--- src/rtl/pipelined_addsub.sv ---
// pipelined_addsub
//   Pipelined two's-complement adder/subtractor. WIDTH-bit operands are cut
//   into CHUNK-bit slices; stage k resolves slice k and registers its carry
//   for stage k+1. The not-yet-processed upper operand bits travel down the
//   pipe with the transaction, and finished lower result bits are carried
//   forward, so every stage holds exactly one transaction.
//
//   Latency is STAGES clocks: operands presented before edge N are captured
//   by stage 0 on edge N, and the result is valid after edge N+STAGES-1,
//   i.e. STAGES cycles after the operands were driven. Throughput is one
//   transaction per clock.
//
// Ports
//   clk, rst        clock, asynchronous active-high reset
//   in_valid/ready  operand handshake (in_ready = !out_valid | out_ready)
//   a, b, m         operands and mode (0 = a+b, 1 = a-b)
//   out_valid/ready result handshake
//   s               result modulo 2^WIDTH
//   carry           carry out of MSB (subtract: 1 = no borrow)
//   overflow        signed overflow
//   zero            s == 0
module pipelined_addsub #(
    parameter int WIDTH = 16,
    parameter int CHUNK = 4
) (
    input  logic             clk,
    input  logic             rst,
    input  logic             in_valid,
    output logic             in_ready,
    input  logic [WIDTH-1:0] a,
    input  logic [WIDTH-1:0] b,
    input  logic             m,
    output logic             out_valid,
    input  logic             out_ready,
    output logic [WIDTH-1:0] s,
    output logic             carry,
    output logic             overflow,
    output logic             zero
);

    localparam int STAGES = WIDTH / CHUNK;

    // The whole pipe moves or holds as one; bubbles are not squeezed out.
    logic adv;
    assign adv      = !out_valid || out_ready;
    assign in_ready = adv;

    for (genvar k = 0; k < STAGES; k++) begin : g_stage
        localparam int UP = WIDTH - k * CHUNK;   // operand bits still to process
        localparam int LO = k * CHUNK;           // result bits already resolved

        logic [UP-1:0]      a_rem;
        logic [UP-1:0]      b_rem;
        logic               c_in;
        logic               v_in;
        logic [CHUNK:0]     sum;
        logic [LO+CHUNK-1:0] s_nxt;
        logic [LO+CHUNK-1:0] s_q;
        logic               c_q;
        logic               v_q;

        if (k == 0) begin : g_first
            // Subtraction: invert b here and feed m in as the carry.
            assign a_rem = a;
            assign b_rem = b ^ {WIDTH{m}};
            assign c_in  = m;
            assign v_in  = in_valid;
            assign s_nxt = sum[CHUNK-1:0];
        end else begin : g_next
            assign a_rem = g_stage[k-1].g_fwd.a_q;
            assign b_rem = g_stage[k-1].g_fwd.b_q;
            assign c_in  = g_stage[k-1].c_q;
            assign v_in  = g_stage[k-1].v_q;
            assign s_nxt = {sum[CHUNK-1:0], g_stage[k-1].s_q};
        end

        assign sum = {1'b0, a_rem[CHUNK-1:0]} + {1'b0, b_rem[CHUNK-1:0]}
                   + {{CHUNK{1'b0}}, c_in};

        always_ff @(posedge clk or posedge rst) begin
            if (rst) begin
                v_q <= 1'b0;
                c_q <= 1'b0;
                s_q <= '0;
            end else if (adv) begin
                v_q <= v_in;
                c_q <= sum[CHUNK];
                s_q <= s_nxt;
            end
        end

        if (k < STAGES - 1) begin : g_fwd
            logic [UP-CHUNK-1:0] a_q;
            logic [UP-CHUNK-1:0] b_q;

            always_ff @(posedge clk or posedge rst) begin
                if (rst) begin
                    a_q <= '0;
                    b_q <= '0;
                end else if (adv) begin
                    a_q <= a_rem[UP-1:CHUNK];
                    b_q <= b_rem[UP-1:CHUNK];
                end
            end
        end else begin : g_last
            // Carry into the MSB comes from adding the slice without its top bit.
            logic [CHUNK-1:0] low;
            logic             ovf_q;
            logic             zero_q;

            assign low = {1'b0, a_rem[CHUNK-2:0]} + {1'b0, b_rem[CHUNK-2:0]}
                       + {{(CHUNK-1){1'b0}}, c_in};

            always_ff @(posedge clk or posedge rst) begin
                if (rst) begin
                    ovf_q  <= 1'b0;
                    zero_q <= 1'b0;
                end else if (adv) begin
                    ovf_q  <= low[CHUNK-1] ^ sum[CHUNK];
                    zero_q <= (s_nxt == '0);
                end
            end
        end
    end

    assign out_valid = g_stage[STAGES-1].v_q;
    assign s         = g_stage[STAGES-1].s_q;
    assign carry     = g_stage[STAGES-1].c_q;
    assign overflow  = g_stage[STAGES-1].g_last.ovf_q;
    assign zero      = g_stage[STAGES-1].g_last.zero_q;

endmodule

--- config.mk ---
export PLATFORM = sky130hd
export DESIGN_NAME = pipelined_addsub
export DESIGN_NICKNAME = d
export VERILOG_FILES = /design/src/rtl/pipelined_addsub.sv
export SDC_FILE = /design/constraint.sdc
export NUM_CORES = 1
export LEC_CHECK = 0
export CAP_MARGIN = 20
export CORE_ASPECT_RATIO = 1.25
export CORE_MARGIN = 8
export CORE_UTILIZATION = 50
export CTS_BUF_LIST = sky130_fd_sc_hd__clkbuf_8
export CTS_CLUSTER_DIAMETER = 80
export DETAILED_ROUTE_END_ITERATION = 16
export PLACE_DENSITY = 0.78
export SYNTH_ARGS = -nofsm -noshare
export SYNTH_HDL_FRONTEND = slang
export SYNTH_SLANG_ARGS = --single-unit
--- constraint.sdc ---
create_clock -name clk -period 5.1 [get_ports clk]
set_clock_uncertainty 0.15 [all_clocks]
set_input_delay 1.275 -clock clk [delete_from_list [all_inputs] [get_ports clk]]
set_output_delay 1.275 -clock clk [all_outputs]
set_load 0.05 [all_outputs]
==> flow_summary_export.csv <==
group,metric,value,unit
power_and_ir_drop,power_density,613,nW/µm²
setup_path,worstPathRequired,3670,ps
clock_tree,hold_buffers,0,
clock_tree,cts_tree,"done",
global_route,grt_pass1_wl,14100,µm
synth,yosys.area_share.simple,20.7,%
power_and_ir_drop,switching_share,41.0,%
power_and_ir_drop,pwr-share-comb,43.5,%
routing,drt_first_pass_iters,5,
clock_tree,post_cts_resized,0,
sta,hold_viol_final,0,
placement,gp_congestion,0.769,
sta,fin_crit_sh,75.2,%
synth,synth-xor-area-share,4.65,%
synth,ys_seq_elements,98,
setup_path,rrSetupSlack,2830,ps
power_and_ir_drop,clock_power_share,14.8,%
cells_and_area,final_common_cell,"nand2_1",
clock_tree,clkSinkCount,98,
setup_path,rr_worst_depth,7,
setup_path,cp_cell_sequence,"clkdlybuf4s50_1, nor2b_4, inv_2, buf_4",
global_route,first_global_vias,3220,
cells_and_area,nets,564,
synth,syn-mean-instance-area,9.41,µm²
worst_hold_path,hp-class,"flip-flop to flip-flop",
cells_and_area,area_growth,18.9,%
clock_tree,cts_max_level,3,
global_route,grt-ovfl-total,0,
synth,ys.warnings.count,0,
synth,syn_inst,460,
sta,slew_headroom,38.2,%
setup_path,startpoint,"out_ready",
floorplan,fp-row-count,38,
setup_path,critPathMaxStageDelay,510,ps
synth,yosysUniqueCellTypes,29,
floorplan,core,8560,µm²
clock_tree,cts_made_buffers,9,
power_and_ir_drop,internal_power,1.86,mW
synth,async_flop_share,100,%
synth,synth_compound_area_share,6.50,%
placement,port_buffers,57,
outcome,status,"finished, final reports clean",
sta,slew_violations,0,
routing,drc,0,
setup_path,crit_buf_inv,3,
floorplan,io_pins,58,
sta,finalSetupViolCount,0,
sta,timing.fmax,261,MHz
global_route,track_usage,14.6,%
power_and_ir_drop,leakage,2.52,nW
cells_and_area,final_layout_size_suffix_gt1_share,5.26,%
routing,drt_wl_total,7800,µm
clock_tree,cts-root-buf,"clkbuf_8",
run,maxCapViolCount,0,
routing,postRouteAntennaNets,0,
setup_path,crit_slowest_cell,"clkdlybuf4s50_1",
global_route,grt_max_degree,93,
setup_path,cp-end-kind,"primary output",
synth,muxShareOfSynthArea,0.954,%
setup_path,path_class,"primary input to primary output",
clock_tree,cts_setup_buffers,0,
routing,vias_per_cell,4.95,
setup_path,timing.rr.end,"zero",
setup_path,cpLargestDelayFamily,"buffers and inverters",
routing,vias,3034,
floorplan,die_w,99.2,µm
cells_and_area,final-seq-area,2450,µm²
floorplan,start_util,50.6,%
floorplan,die_area,11900,µm²
sta,max_slew.worst_pin.slew,928,ps
synth,synth_edf_count,0,
power_and_ir_drop,power_frac_seq,41.7,%
sta,grt_setup_unrepaired,"no",
setup_path,cp-endpoint,"in_ready",
sta,fin_tns_setup,0,ps
sta,period_minus_slack,3840,ps
synth,synth_flop_cell,"dfrtp_1",
cells_and_area,layout_common_cells,"nand2_1, dfrtp_1, clkdlybuf4s50_1, o21ai_0, inv_1",
routing,initialDrtViolationCount,195,
power_and_ir_drop,power.total,3.15,mW
cells_and_area,fill_cells,723,
placement,post-place-cells,597,
power_and_ir_drop,peakVddDrop,0.000191,V
cells_and_area,diodes,0,
synth,synth_top_family_by_area,"simple AND/OR/NAND/NOR gates",
worst_hold_path,whs_path_depth,2,
setup_path,worst-path-stages,4,
synth,syn_area,4330,µm²
cells_and_area,fin_cells,613,
clock_tree,clkLatencyLatePin,360,ps
power_and_ir_drop,p_sw,1.29,mW
placement,place_hpwl,5620,µm
global_route,antenna_found_initial,0,
floorplan,dieHeight,120,µm
clock_tree,clock_path_buffers,2,
setup_path,cp_max_fo,22,
setup_path,worstPathArrival,2410,ps
cells_and_area,multi_input_area,1720,µm²
setup_path,crit_path_start_kind,"primary input",
synth,seq_area_frac_synth,56.7,%
clock_tree,clk_pin_slew,80,ps
synth,synth_nets,516,
synth,synthAdderAreaFrac,6.71,%
setup_path,timing.rr.start,"g_stage[2].c_q",
routing,wl_per_cell,12.7,µm
flip-flops by register name, indices dropped and copies added (netlist names):
signal and cells:
g_stage.g_fwd.a_q 24, g_stage.g_fwd.b_q 24, g_stage.s_q 24, s 16, g_stage.c_q 3, g_stage.v_q 3, carry 1, out_valid 1
overflow 1, zero 1
stage by stage:
step | setup WS (ps) | hold WS [ps] | utilization, % | instance area, µm²
2_1_floorplan | 1110 | 280 | - | 4330
3_3_place_gp | 1280 | 291 | 57.9 | 4960
3_5_place_dp | 1210 | 305 | 57.9 | 4960
4_1_cts | 1260 | 325 | 60.1 | 5150
5_1_grt | 1230 | 336 | 60.1 | 5150
6_report | 1260 | 318 | 60.1 | 5150
routing by layer:
metal  part of all wire [%]  GRT usage (%)  up-vias  wire length (µm)
li1                       -              -     1542                 -
met1                     44           17.0     1419              3460
met2                     49           24.4       57              3800
met3                    3.8           2.72       16               293
met4                    3.1           9.20        0               238
met5                      0              0        -                 0
kinds of logic after synthesis:
group,after synthesis
AOI/OAI and AO/OA,49
xor gates and xnor gates,23
adders and majority gates,19
buffers and inverters,41
DFF,98
muxes,3
and+or+nand+nor,227
how the worst min path moves through the flow:
stage	slack (ps)	end	start
after floorplan	280	g_stage[2].v_q	g_stage[2].v_q
after global placement	290	g_stage[2].v_q	g_stage[2].v_q
after detailed placement	310	s[7]	s[7]
after CTS	330	s[7]	s[7]
after global routing	340	out_valid	g_stage[2].v_q
final	320	s[7]	s[7]
power groups by stage:
stage	registers, mW	logic, mW	clock network [mW]
CTS	1.32	1.39	0.478
global route	1.36	1.55	0.508
detailed placement	1.33	1.39	0
floorplan	1.54	0.767	0
global placement	1.31	1.34	0
finish	1.31	1.37	0.468
worst min-delay path, stage by stage (launching register included):
cell	delay, ps
dfrtp_1	350
nand2_1	50
nand2_1	50
Yosys cell counts (2+ instances only):
| library cell | n | area, µm² |
|---|---|---|
| nor3_1 | 2 | 10.0 |
| nor4_1 | 2 | 12.5 |
| dfrtp_1 | 98 | 2450 |
| nor2_1 | 13 | 48.8 |
| fa_1 | 7 | 140 |
| ha_1 | 12 | 150 |
| inv_1 | 18 | 67.6 |
| nand2_1 | 199 | 747 |
| buf_1 | 13 | 48.8 |
| a22oi_1 | 2 | 15.0 |
| a21oi_1 | 13 | 65.1 |
| clkbuf_1 | 6 | 22.5 |
| mux2_4 | 2 | 30.0 |
| xnor2_1 | 14 | 123 |
| nor4b_1 | 3 | 26.3 |
| a21o_1 | 3 | 22.5 |
| nor2b_1 | 5 | 31.3 |
| buf_2 | 3 | 15.0 |
| o21ai_0 | 27 | 135 |
| xor2_1 | 9 | 78.8 |
cell type report:
cell class,count,share of cell area [%]
Inverter,18,1.36
Tap cell,100,2.43
Timing Repair Buffer,60,11.5
Clock buffer,12,3.21
Multi-Input combinational cell,321,33.4
Sequential cell,98,47.7
Clock inverter,4,0.486
(Power assumes the default switching activity.)
